<file path="config.mk">
export PLATFORM = sky130hd
export DESIGN_NAME = vga_pmod_tx
export DESIGN_NICKNAME = d
export VERILOG_FILES = /design/src/rtl/vga_pmod_pkg.sv /design/src/rtl/vga_timing_gen.sv /design/src/rtl/vga_pmod_tx.sv
export SDC_FILE = /design/constraint.sdc
export NUM_CORES = 1
export LEC_CHECK = 0
export BUFFER_PORTS_ARGS = -buffer_cell sky130_fd_sc_hd__clkbuf_2
export CORE_AREA = 2 2 64 66
export DETAILED_ROUTE_END_ITERATION = 10
export DIE_AREA = 0 0 66 68
export HOLD_SLACK_MARGIN = 0.12
export MAX_ROUTING_LAYER = met4
export SETUP_SLACK_MARGIN = 0.02
export SLEW_MARGIN = 0
export SYNTH_ARGS = -nofsm -noshare
export SYNTH_HDL_FRONTEND = slang
export SYNTH_SLANG_ARGS = --single-unit
</file>
<file path="constraint.sdc">
create_clock -name clk -period 5.02 [get_ports clk]
set_clock_uncertainty 0.05 [all_clocks]
set_input_delay 1.004 -clock clk [delete_from_list [all_inputs] [get_ports clk]]
set_output_delay 1.004 -clock clk [all_outputs]
set_load 0.05 [all_outputs]
</file>
<file path="src/rtl/vga_pmod_pkg.sv">
// VGA PMOD link constants: default 640x480@60 timing, PMOD bit positions, colour struct.
// Pure declarations, no clocked logic.
package vga_pmod_pkg;

    localparam int   H_ACTIVE_DEF = 640;
    localparam int   H_FRONT_DEF  = 16;
    localparam int   H_SYNC_DEF   = 96;
    localparam int   H_BACK_DEF   = 48;
    localparam int   V_ACTIVE_DEF = 480;
    localparam int   V_FRONT_DEF  = 10;
    localparam int   V_SYNC_DEF   = 2;
    localparam int   V_BACK_DEF   = 33;
    localparam logic SYNC_POL_DEF = 1'b0;

    localparam int PMOD_HSYNC = 7;
    localparam int PMOD_B0    = 6;
    localparam int PMOD_G0    = 5;
    localparam int PMOD_R0    = 4;
    localparam int PMOD_VSYNC = 3;
    localparam int PMOD_B1    = 2;
    localparam int PMOD_G1    = 1;
    localparam int PMOD_R1    = 0;

    typedef struct packed {
        logic [1:0] b;
        logic [1:0] g;
        logic [1:0] r;
    } rgb_t;

    function automatic logic [7:0] pmod_pack(input logic hs, input logic vs, input rgb_t c);
        logic [7:0] p;
        p             = '0;
        p[PMOD_HSYNC] = hs;
        p[PMOD_B0]    = c.b[0];
        p[PMOD_G0]    = c.g[0];
        p[PMOD_R0]    = c.r[0];
        p[PMOD_VSYNC] = vs;
        p[PMOD_B1]    = c.b[1];
        p[PMOD_G1]    = c.g[1];
        p[PMOD_R1]    = c.r[1];
        return p;
    endfunction

endpackage

</file>
<file path="src/rtl/vga_timing_gen.sv">
// Raster counters plus sync/active/line/frame decode; decodes are combinational from the counters.
// Counters advance only on enabled cycles and hold otherwise.
module vga_timing_gen
    import vga_pmod_pkg::*;
#(
    parameter int   H_ACTIVE = H_ACTIVE_DEF,
    parameter int   H_FRONT  = H_FRONT_DEF,
    parameter int   H_SYNC   = H_SYNC_DEF,
    parameter int   H_BACK   = H_BACK_DEF,
    parameter int   V_ACTIVE = V_ACTIVE_DEF,
    parameter int   V_FRONT  = V_FRONT_DEF,
    parameter int   V_SYNC   = V_SYNC_DEF,
    parameter int   V_BACK   = V_BACK_DEF,
    parameter logic SYNC_POL = SYNC_POL_DEF
) (
    input  logic       i_clk,
    input  logic       i_rst_n,
    input  logic       i_pix_en,
    output logic [9:0] o_hpos,
    output logic [9:0] o_vpos,
    output logic       o_active,
    output logic       o_hsync,
    output logic       o_vsync,
    output logic       o_line_start,
    output logic       o_frame_start
);

    localparam int H_TOTAL = H_ACTIVE + H_FRONT + H_SYNC + H_BACK;
    localparam int V_TOTAL = V_ACTIVE + V_FRONT + V_SYNC + V_BACK;

    generate
        if (H_ACTIVE < 1 || H_FRONT < 1 || H_SYNC < 1 || H_BACK < 1 || H_TOTAL > 1024) begin : g_bad_h
            $error("vga_timing_gen: illegal horizontal timing");
        end
        if (V_ACTIVE < 1 || V_FRONT < 1 || V_SYNC < 1 || V_BACK < 1 || V_TOTAL > 1024) begin : g_bad_v
            $error("vga_timing_gen: illegal vertical timing");
        end
    endgenerate

    localparam logic [9:0] H_LAST     = 10'(H_TOTAL - 1);
    localparam logic [9:0] V_LAST     = 10'(V_TOTAL - 1);
    localparam logic [9:0] H_VIS      = 10'(H_ACTIVE);
    localparam logic [9:0] V_VIS      = 10'(V_ACTIVE);
    localparam logic [9:0] H_SYNC_BEG = 10'(H_ACTIVE + H_FRONT);
    localparam logic [9:0] H_SYNC_END = 10'(H_ACTIVE + H_FRONT + H_SYNC);
    localparam logic [9:0] V_SYNC_BEG = 10'(V_ACTIVE + V_FRONT);
    localparam logic [9:0] V_SYNC_END = 10'(V_ACTIVE + V_FRONT + V_SYNC);

    logic [9:0] r_hpos;
    logic [9:0] r_vpos;
    logic       w_h_wrap;
    logic       w_v_wrap;

    assign w_h_wrap = (r_hpos == H_LAST);
    assign w_v_wrap = (r_vpos == V_LAST);

    always_ff @(posedge i_clk or negedge i_rst_n) begin
        if (!i_rst_n) begin
            r_hpos <= '0;
            r_vpos <= '0;
        end else if (i_pix_en) begin
            r_hpos <= w_h_wrap ? '0 : r_hpos + 10'd1;
            if (w_h_wrap) begin
                r_vpos <= w_v_wrap ? '0 : r_vpos + 10'd1;
            end
        end
    end

    assign o_hpos        = r_hpos;
    assign o_vpos        = r_vpos;
    assign o_active      = (r_hpos < H_VIS) && (r_vpos < V_VIS);
    assign o_hsync       = ((r_hpos >= H_SYNC_BEG) && (r_hpos < H_SYNC_END)) ? SYNC_POL : ~SYNC_POL;
    assign o_vsync       = ((r_vpos >= V_SYNC_BEG) && (r_vpos < V_SYNC_END)) ? SYNC_POL : ~SYNC_POL;
    assign o_line_start  = (r_hpos == '0) && i_pix_en;
    assign o_frame_start = (r_hpos == '0) && (r_vpos == '0) && i_pix_en;

endmodule

</file>
<file path="src/rtl/vga_pmod_tx.sv">
// VGA PMOD transmitter: raster timing, blanking and a registered PMOD byte (one enabled cycle latency).
// pix_en is a clock enable; with it low, counters and pmod_out hold.
module vga_pmod_tx
    import vga_pmod_pkg::*;
#(
    parameter int   H_ACTIVE = H_ACTIVE_DEF,
    parameter int   H_FRONT  = H_FRONT_DEF,
    parameter int   H_SYNC   = H_SYNC_DEF,
    parameter int   H_BACK   = H_BACK_DEF,
    parameter int   V_ACTIVE = V_ACTIVE_DEF,
    parameter int   V_FRONT  = V_FRONT_DEF,
    parameter int   V_SYNC   = V_SYNC_DEF,
    parameter int   V_BACK   = V_BACK_DEF,
    parameter logic SYNC_POL = SYNC_POL_DEF
) (
    input  logic       clk,
    input  logic       rst_n,
    input  logic       pix_en,
    input  logic [5:0] rgb_in,
    output logic [9:0] hpos,
    output logic [9:0] vpos,
    output logic       active,
    output logic       line_start,
    output logic       frame_start,
    output logic [7:0] pmod_out
);

    localparam logic [7:0] PMOD_IDLE = pmod_pack(~SYNC_POL, ~SYNC_POL, '0);

    logic       w_hsync;
    logic       w_vsync;
    rgb_t       w_colour;
    logic [7:0] r_pmod;

    vga_timing_gen #(
        .H_ACTIVE (H_ACTIVE),
        .H_FRONT  (H_FRONT),
        .H_SYNC   (H_SYNC),
        .H_BACK   (H_BACK),
        .V_ACTIVE (V_ACTIVE),
        .V_FRONT  (V_FRONT),
        .V_SYNC   (V_SYNC),
        .V_BACK   (V_BACK),
        .SYNC_POL (SYNC_POL)
    ) u_timing (
        .i_clk         (clk),
        .i_rst_n       (rst_n),
        .i_pix_en      (pix_en),
        .o_hpos        (hpos),
        .o_vpos        (vpos),
        .o_active      (active),
        .o_hsync       (w_hsync),
        .o_vsync       (w_vsync),
        .o_line_start  (line_start),
        .o_frame_start (frame_start)
    );

    // Colour is forced to zero outside the visible area so porches/sync never carry pixel data.
    assign w_colour = active ? rgb_t'(rgb_in) : '0;

    always_ff @(posedge clk or negedge rst_n) begin
        if (!rst_n) begin
            r_pmod <= PMOD_IDLE;
        end else if (pix_en) begin
            r_pmod <= pmod_pack(w_hsync, w_vsync, w_colour);
        end
    end

    assign pmod_out = r_pmod;

endmodule

</file>
# Yosys cells after proc, flatten, opt, wreduce, memory -nomap -nowiden
# Cells that the tools add are included.
# word_totals
ff_bits	28
in_bits	9
out_inout_bits	31
word_cells	27
# classes
add_sub_neg	2
magnitude_cmp	6
eq_ne	2
n_mux	5
reduce_logical	9
# op_table
operator	n
$add 10x1->10 const B	2
$eq 10x10->1 const B	2
$logic_not 10->1	2
$lt 10x10->1 const B	2
$lt 10x9->1 const B	2
$mux 10	2
$ge 10x10->1 const B	1
$ge 10x9->1 const B	1
$logic_and 1x1->1	6
$mux 6	1
$mux 1	2
$reduce_and 2->1	1

# Logic depth before layout (Yosys ltp)
# Gate-level depths: netlist of run 1.
# depth
ltp_word	3
depth_mapped	6

# Modules after synthesis
# A second synthesis of run 1 with hierarchy kept.
# unflattened
cells_unflattened	143
hier_area_um2	1458.9
# by_module_without_submodules
module	n_inst	cells_each	area_per_inst_um2
vga_timing_gen	1	114	1139.8
vga_pmod_tx	1	29	319.1

# Worst setup path before layout of run 1
# OpenSTA, ideal clock, no wires.
# synth_timing
path_type	input -> output
from	input port pix_en
to	output port frame_start
arrival_ns	2.373
slack_ns	1.593
cell_stages	3
path_buffers	0
path_cell_list	nor4b_4 -> and4b_1 -> and4_1
# synth_via
elab_chain_cells	1
# synth_lines
item	line	text
from (decl)	vga_pmod_tx.sv:18	input logic pix_en,
$logic_and 1x1->1	vga_timing_gen.sv:75	assign o_frame_start = (r_hpos == '0) && (r_vpos == '0) && i_pix_en;
to (decl)	vga_pmod_tx.sv:24	output logic frame_start,
# No other way between the ends.

# Worst setup path in the final report of run 1
# Ends and elaborated chain as after synthesis.

==> results of run 1 <==
## cells in the mapped netlist (all sizes together), types with 2 or more instances
cell type and number:
nor4 4, clkbuf 2, dfstp 2, ha 4, nand3 6, a21oi 3
xnor2 5, nand2 19, dfrtp 26, nand4 4, inv 13, and2 2
nor4b 2, nor3 5, o21ai 11, o211ai 2, nor2 9, and4 2
nand3b 2, or3 2, and3 3, o22ai 7, xor2 5
## final cells by class
| class | count | area [sq um] |
|---|---|---|
| clock inverter | 1 | 30.0 |
| clock buffer | 3 | 41.3 |
| inverter | 13 | 48.8 |
| timing repair buffer | 39 | 195 |
| fill | 407 | 2080 |
| sequential | 28 | 703 |
| multi-input combinational | 108 | 697 |
| tap | 50 | 62.6 |
## sequential cells by signal, summed over array words and instances (netlist names)
signal / flops
u_timing.o_hpos: 10
u_timing.o_vpos: 10
pmod_out: 8
## through the flow
step / worst slack [ps] / cells
2_1_floorplan: 1590 / 152
3_3_place_gp: 1560 / 238
3_5_place_dp: 1440 / 238
4_1_cts: 1430 / 242
5_1_grt: 1340 / 242
6_report: 1430 / 242
## logic make-up after synthesis
group / Yosys count / synth area share
flip-flops: 28 / 0.481
buffers and inverters: 16 / 0.0420
AND/OR/NAND/NOR: 64 / 0.253
multiplexers: 1 / 0.00685
adder cells (fa/ha/maj): 4 / 0.0342
AO/OA/AOI/OAI: 29 / 0.122
XOR/XNOR: 10 / 0.0599
## power by group
group | internal [W] | total [W] | switching, W
Sequential | 0.000249 | 0.000290 | 0.0000411
Clock | 0.000107 | 0.000176 | 0.0000692
Combinational | 0.0000455 | 0.000177 | 0.000131
Total | 0.000401 | 0.000643 | 0.000242
## worst max-delay path, stage by stage
cell and delay (ps):
clkbuf_2 360, nor4b_4 380, and4b_1 300, and4_1 200, clkbuf_2 280
## per-layer routing
layer	part of all wire	GRT usage	vias up
li1	-	-	619
met1	0.44	0.216	630
met2	0.51	0.277	29
met3	0.040	0.0197	2
met4	0.0065	0.0561	0
met5	0	-	-
## final timing paths
path	start	endpoint	slack, ps	cells after the start
max	pix_en	frame_start	1430	5
min	pmod_out[7]$_DFFE_PN1P_	pmod_out[7]$_DFFE_PN1P_	450	2
max reg2reg	u_timing.o_vpos[1]$_DFFE_PN0P_	u_timing.o_vpos[3]$_DFFE_PN0P_	3180	6
min reg2reg	pmod_out[7]$_DFFE_PN1P_	pmod_out[7]$_DFFE_PN1P_	450	2
max in group asynchronous	rst_n	u_timing.o_vpos[8]$_DFFE_PN0P_	3760	1
min in group asynchronous	rst_n	u_timing.o_vpos[0]$_DFFE_PN0P_	710	1
==> flow_summary.json, run 1 <==
{
  "hold_class": "flip-flop to flip-flop",
  "clockBufferDepth": 2,
  "cp-end-kind": "primary output",
  "num_io_pins": 40,
  "cp_max_fo": 25,
  "synthTopCellsByArea": "dfrtp_1 45%, nand2_1 4.9%, dfstp_2 3.6%, ha_1 3.4%, o21ai_0 3.4%",
  "grt_pass1_wl_um": 5600,
  "synthFlopType": "dfrtp_1",
  "maxCapViolCount": 0,
  "areaGrowthSynthToFinish_pct": 21.7,
  "whs_ps": 452,
  "drt_pass1_iterations": 4,
  "ctsResizeCount": 0,
  "drc": 0,
  "initial_utilization": 0.379,
  "coreArea_sq_mm": 0.00386,
  "worst_slew_pin_slew_ps": 706,
  "cts_made_buffers": 3,
  "peakVddDrop_v": 0.000245,
  "syn-cell-area_sq_mm": 0.00146,
  "nNetsFinal": 206,
  "yosysTopAreaCell": "dfrtp_1",
  "arrival_ps": 2530,
  "fin_area_sq_mm": 0.00178,
  "clk_pin_slew_ps": 100,
  "period_share": 0.715,
  "critPathKind": "input port to primary output",
  "power.total_w": 0.000643,
  "layout_commonest_cell": "clkbuf_2",
  "grt_max_degree": 29,
  "drt_iter0_drc": 34,
  "syn_nets": 165,
  "dp_hpwl_um": 2560,
  "vias": 1280,
  "avgSynthCellArea_sq_um": 9.61,
  "final_cell_mix": "39 x clkbuf_2, 26 x dfrtp_1, 19 x nand2_1",
  "num_rows": 23,
  "cts_hold_buf": 0,
  "die-area_sq_mm": 0.00449,
  "start_kind": "input port",
  "fin_crit_ps": 3590,
  "fp.dieW_um": 66,
  "grt.overflow.total": 0,
  "drtAntennaViolNets": 0,
  "antenna_cells": 0,
  "p_leak_nw": 0.873,
  "relSlewSlack": 0.529,
  "utilization": 0.461,
  "wl_per_cell_um": 14.0,
  "ys_ff_latch": 28,
  "worst-endpoint-required_ps": 3970,
  "portBuffers": 39,
  "grt_usage": 0.167,
  "clock-root-buffer": "clkbuf_8",
  "yosysSeqAreaShare": 0.481,
  "cts_tree": "built",
  "viasPerCell": 5.29,
  "cts_setup_buffers": 0,
  "yosys.area.top_type_share": 0.445,
  "finalSetupViolCount": 0,
  "wirelength_um": 3400,
  "async_flop_share": 1.00,
  "max_freq_mhz": 279,
  "clock-sinks": 28,
  "yosysWarningCount": 0,
  "fin_tns_setup_ps": 0,
  "grt_pass1_vias": 1212,
  "antenna_found_initial": 0,
  "hold_viol": 0,
  "die-height_um": 68,
  "clk_latency_ps": 270,
  "syn_inst": 152,
  "grt_setup_unrepaired": "false",
  "ys_types": 39,
  "powerDensity_mw_per_mm2": 362,
  "maxSlewViolCount": 0,
  "gp_congestion": 0.887,
  "drive_gt1_frac": 0.266,
  "h-tree-depth": 1,
  "outcome": "complete, no violations",
  "placed_area_sq_mm": 0.00171,
  "synth_edf_count": 0
}
Power figures use the tool's default switching activity.
==> run 2, diff against run 1 <==
--- a/config.mk
+++ b/config.mk
@@ -5,10 +5,11 @@
 export SDC_FILE = /design/constraint.sdc
 export NUM_CORES = 1
 export LEC_CHECK = 0
+export ABC_AREA = 1
 export BUFFER_PORTS_ARGS = -buffer_cell sky130_fd_sc_hd__clkbuf_2
-export CORE_AREA = 2 2 64 66
+export CORE_AREA = 2 2 67 69
 export DETAILED_ROUTE_END_ITERATION = 10
-export DIE_AREA = 0 0 66 68
+export DIE_AREA = 0 0 69 71
 export HOLD_SLACK_MARGIN = 0.12
 export MAX_ROUTING_LAYER = met4
 export SETUP_SLACK_MARGIN = 0.02
==> constraint.sdc (replaced) <==
create_clock -name clk -period 3.1 [get_ports clk]
set_clock_uncertainty 0.05 [all_clocks]
set_input_delay 0.62 -clock clk [delete_from_list [all_inputs] [get_ports clk]]
set_output_delay 0.62 -clock clk [all_outputs]
set_load 0.05 [all_outputs]
==> run 2 against run 1 <==
- flip-flop and latch count is the same
- register-to-register slack lost 1600 ps
- combinational power grew 120%
- via count grew 11%
- area after synthesis grew 10%
- die area grew 9.2%
- clock power grew 68%
- worst hold slack lost 130 ps
==> flow_summary.json, run 2 <==
{
  "avgSynthCellArea_sq_um": 7.67,
  "clk_latency_ps": 290,
  "crit_buf_inv": 2,
  "clock-sinks": 28,
  "yosys.cell_count.top_type": "nand2_1",
  "peakVddDrop_v": 0.000291,
  "maxCapViolCount": 0,
  "synth_edf_count": 0,
  "grt_usage": 0.154,
  "finalSetupViolCount": 0,
  "maxSlewViolCount": 0,
  "h-tree-depth": 1,
  "clk_pin_slew_ps": 110,
  "worst_slew_pin_slew_ps": 725,
  "cts_made_buffers": 3,
  "gp_congestion": 0.799,
  "layout_commonest_cell": "nand2_1",
  "synth_top_family_by_area": "simple AND/OR/NAND/NOR gates",
  "dp_hpwl_um": 2660,
  "ys_types": 29,
  "antenna_found_initial": 0,
  "final_cell_mix": "53 x nand2_1, 39 x clkbuf_2, 30 x inv_1",
  "num_io_pins": 40,
  "critPathKind": "flip-flop to primary output",
  "reg2reg_slack_ps": 1540,
  "nNetsFinal": 264,
  "synthMuxAreaShare": 0,
  "sequential_cell_area_sq_um": 703,
  "synth_fa_ha_area_frac": 0.0311,
  "max_stage_delay_ps": 560,
  "cp_top_family": "compound AO/OA/AOI/OAI gates",
  "fp.dieW_um": 69,
  "syn_inst": 210,
  "drc": 0,
  "grt_setup_unrepaired": "false",
  "relSlewSlack": 0.516,
  "preCtsSetupSlack_ps": 874,
  "hold_viol": 0,
  "cts_tree": "built",
  "worstReg2RegEnd": "u_timing.o_vpos[1]$_DFFE_PN0P_",
  "die-height_um": 71,
  "cp_max_fo": 7,
  "syn_nets": 223,
  "fin_tns_setup_ps": 0,
  "drive_gt1_frac": 0.252,
  "async_flop_share": 1.00,
  "power.total_w": 0.00116,
  "grt_max_degree": 29,
  "synthFlopType": "dfrtp_1",
  "areaGrowthSynthToFinish_pct": 19.3,
  "drtAntennaViolNets": 0,
  "ys_ff_latch": 28,
  "multi_input_area_sq_um": 757,
  "start_kind": "flip-flop",
  "clock-root-buffer": "clkbuf_8",
  "grt_pass1_wl_um": 6000,
  "period_share": 0.783,
  "worst-endpoint-required_ps": 2430,
  "yosysSeqAreaShare": 0.436,
  "clockBufferDepth": 2,
  "rr_startpoint": "u_timing.o_hpos[0]$_DFFE_PN0P_",
  "cts_setup_buffers": 0,
  "coreArea_sq_mm": 0.00420,
  "powerDensity_mw_per_mm2": 602,
  "wl_met3_um": 112,
  "synthTopCellsByArea": "dfrtp_1 40%, nand2_1 12%, inv_1 7.0%, o21ai_0 5.3%, nand3_1 4.3%",
  "max_freq_mhz": 412,
  "num_rows": 24,
  "antenna_cells": 0,
  "arrival_ps": 1760,
  "wl_per_cell_um": 11.8,
  "p_leak_nw": 0.964,
  "wirelength_um": 3570,
  "cp-end-kind": "primary output",
  "portBuffers": 39,
  "ctsResizeCount": 0,
  "fin_crit_ps": 2430,
  "synthTopCellsByCount": "53 x nand2_1, 30 x inv_1, 26 x dfrtp_1",
  "ff2ff_path_depth": 6,
  "outcome": "complete, no violations",
  "drt_pass1_iterations": 4,
  "slowest_stage": "o21ai_0",
  "hold_class": "input port to async pin",
  "routed.top_layer": "met4",
  "viasPerCell": 4.69,
  "fin_ws_ps": 673,
  "yosysWarningCount": 0,
  "cts_hold_buf": 0,
  "yosys.area_share.simple": 0.321,
  "yosys.area.top_type_share": 0.404,
  "drt_iter0_drc": 96,
  "synth-xor-area-share": 0.0272,
  "yosysTopAreaCell": "dfrtp_1",
  "synth_compound_area_frac": 0.0901,
  "syn-cell-area_sq_mm": 0.00161,
  "fillerInstances": 444,
  "path_cells": "nand2_1, o21ai_0, inv_1, clkbuf_2",
  "grt.overflow.total": 0,
  "m1WireLength_um": 1780,
  "die-area_sq_mm": 0.00490,
  "grt_pass1_vias": 1346,
  "vias": 1416,
  "wl_met2_um": 1620,
  "initial_utilization": 0.383
}
## run 2: cell count changes in the layout (fill, tap and decap cells not counted), moves of 4 or more
| cell | previous run | this run |
|---|---|---|
| inv_1 | 13 | 30 |
| nand2_1 | 19 | 53 |
| nand3_1 | 6 | 14 |
| nor2_1 | 9 | 17 |
| nor2_2 | 0 | 4 |
| nor3_1 | 3 | 8 |
| nor4_1 | 4 | 0 |
| o21ai_0 | 10 | 17 |
| o22ai_1 | 7 | 1 |
## run 2: final cells by class
class	count	share of cell area
sequential	28	0.366
multi-input combinational	145	0.394
clock inverter	1	0.0156
tap	52	0.0338
timing repair buffer	40	0.105
clock buffer	3	0.0215
inverter	33	0.0644
## run 2: worst max-delay path by stage
stage	from	endpoint	slack, ps	cells past startpoint
final	u_timing.o_vpos[5]$_DFFE_PN0P_	active	670	4
after global routing	u_timing.o_vpos[6]$_DFFE_PN0P_	active	480	4
after floorplan	u_timing.o_vpos[0]$_DFFE_PN0P_	frame_start	260	6
after detailed placement	pix_en	frame_start	870	6
after CTS	u_timing.o_vpos[5]$_DFFE_PN0P_	active	630	4
after global placement	pix_en	frame_start	930	6
## run 2: metrics by stage
stage                     instances   util  hold WS, ps  cell area (sq um)
after floorplan                 210      -          274               1610
after global placement          298  0.440          425               1850
after detailed placement        298  0.440          428               1850
after CTS                       302  0.457          358               1920
after global routing            302  0.457          395               1920
final                           302  0.457          322               1920
## run 2: cell families (layout without fill, tap and decap cells)
| group | count (synthesis) | in the layout |
|---|---|---|
| AND/OR/NAND/NOR | 110 | 110 |
| buffers and inverters | 37 | 77 |
| flip-flops | 28 | 28 |
| AO/OA/AOI/OAI | 26 | 26 |
| XOR/XNOR | 5 | 5 |
| adder cells (fa/ha/maj) | 4 | 4 |
## run 2: power by group
group          internal, W  switching (W)  total (W)  leakage (nW)
logic            0.0000854       0.000305   0.000390         0.593
registers         0.000412      0.0000599   0.000472         0.336
clock network     0.000173       0.000122   0.000295        0.0357
total             0.000671       0.000487    0.00116         0.964
## run 2: layer usage
layer	track usage	vias to the layer above
li1	-	749
met1	0.207	636
met2	0.241	27
met3	0.0214	4
met4	0.0523	0
met5	-	-
==> run 3, diff against run 2 <==
==> constraint.sdc (replaced) <==
create_clock -name clk -period 2 [get_ports clk]
set_clock_uncertainty 0.05 [all_clocks]
set_input_delay 0.4 -clock clk [delete_from_list [all_inputs] [get_ports clk]]
set_output_delay 0.4 -clock clk [all_outputs]
set_load 0.05 [all_outputs]
==> run 3 against run 2 <==
- the flow now finishes with violations (negative setup slack)
- highest routed layer unchanged
- sequential share of layout area down 2.7 points
- final cell count up 4.3%
- critical path depth up 1
==> flow_summary.json, run 3 (synthesized netlist as in run 2, its figures left out) <==
{
  "outcome": "finished with violations",
  "violations": "negative setup slack",
  "grt_pass1_vias": 1466,
  "grt_pass1_wl_um": 6560,
  "drt_pass1_iterations": 4,
  "drc": 0,
  "initial_utilization": 0.383,
  "wl_per_cell_um": 12.5,
  "drive_gt1_frac": 0.354,
  "grt_max_degree": 29,
  "layout_commonest_cell": "nand2_1",
  "max_freq_mhz": 499,
  "whs_ps": 106,
  "crit_buf_inv": 2,
  "power.total_w": 0.00190,
  "die-height_um": 71,
  "clock-sinks": 28,
  "die-area_sq_mm": 0.00490,
  "clk_latency_ps": 270,
  "p_leak_nw": 1.04,
  "path_cells": "inv_2, ha_4, nand4_1, nor3_4, buf_12",
  "num_rows": 24,
  "grt.overflow.total": 0,
  "wirelength_um": 3930,
  "coreArea_sq_mm": 0.00420,
  "period_share": 1.00,
  "drtAntennaViolNets": 0,
  "max_stage_delay_ps": 400,
  "cts_made_buffers": 3,
  "vias": 1509,
  "dp_hpwl_um": 2830,
  "clock-root-buffer": "clkbuf_8",
  "h-tree-depth": 1,
  "start_kind": "flip-flop",
  "powerDensity_mw_per_mm2": 906,
  "grt_setup_unrepaired": "true",
  "finalSetupViolCount": 1,
  "preCtsSetupSlack_ps": 226,
  "cp_top_family": "simple AND/OR/NAND/NOR gates",
  "utilization": 0.499,
  "antenna_found_initial": 0,
  "worst_slew_pin_slew_ps": 725,
  "hold_viol": 0,
  "relSlewSlack": 0.517,
  "nNetsFinal": 277,
  "drt_iter0_drc": 81,
  "maxCapViolCount": 0,
  "cts_hold_buf": 0,
  "fin_ws_ps": -3.82,
  "final_cell_mix": "53 x nand2_1, 36 x clkbuf_2, 24 x inv_1",
  "cts_tree": "built",
  "worst-endpoint-required_ps": 1550,
  "fp.dieW_um": 69,
  "fin_crit_ps": 2000,
  "portBuffers": 39,
  "cp-end-kind": "primary output",
  "slowest_stage": "dfrtp_1",
  "antenna_cells": 0,
  "maxSlewViolCount": 0,
  "viasPerCell": 4.79,
  "critPathKind": "flip-flop to primary output",
  "arrival_ps": 1550,
  "hold_class": "input port to async pin",
  "cp_max_fo": 3,
  "peakVddDrop_v": 0.000750,
  "clk_pin_slew_ps": 100,
  "grt_usage": 0.167,
  "areaGrowthSynthToFinish_pct": 30.3,
  "num_io_pins": 40,
  "clockBufferDepth": 2,
  "gp_congestion": 0.846
}
-- run 3: final cells by class --
cell class                      instances  area (sq um)
Tap cell                               52          65.1
Multi-Input combinational cell        145           796
Sequential cell                        28           711
Inverter                               33           124
Clock inverter                          1          30.0
Timing Repair Buffer                   53           333
Clock buffer                            3          41.3
Fill cell                             424          2100
-- run 3: routing by layer --
layer	vias to the layer above	wire [um]	track usage
met4	0	15	0.0240
met5	-	0	-
met1	702	1800	0.214
met3	2	142	0.0328
li1	772	-	-
met2	33	1980	0.282
-- run 3: what timing repair did --
action                     4_1_cts  5_1_grt
setup endpoints to repair        3        3
buffers inserted                 4        6
resized for setup                8        9
pin swaps                        4        4
-- run 3: power breakdown --
group	switching, W	leakage (nW)	internal (W)
clock network	0.000182	0.0357	0.000268
logic	0.000533	0.678	0.000204
registers	0.0000743	0.330	0.000641
-- run 3: metrics by stage --
stage / cell area (sq um) / instances / TNS (ps)
2_1_floorplan: 1630 / 210 / -51.7
3_3_place_gp: 1920 / 301 / 0
3_5_place_dp: 1920 / 301 / 0
4_1_cts: 2040 / 309 / -83.8
5_1_grt: 2100 / 315 / -98.6
6_report: 2100 / 315 / -3.82
-- run 3: worst paths after layout --
check                      slack [ps]                        endpoint                            from  cells after the start
setup reg to reg                  200  u_timing.o_vpos[0]$_DFFE_PN0P_  u_timing.o_hpos[1]$_DFFE_PN0P_                      9
setup / recovery                   -4                     frame_start  u_timing.o_hpos[0]$_DFFE_PN0P_                      5
hold / removal                    110  u_timing.o_vpos[2]$_DFFE_PN0P_                           rst_n                      1
max in group asynchronous        1280  u_timing.o_hpos[8]$_DFFE_PN0P_                           rst_n                      1
min in group clk                  290         pmod_out[2]$_DFFE_PN0P_                       rgb_in[5]                      3
hold reg to reg                   440         pmod_out[4]$_DFFE_PN0P_         pmod_out[4]$_DFFE_PN0P_                      2
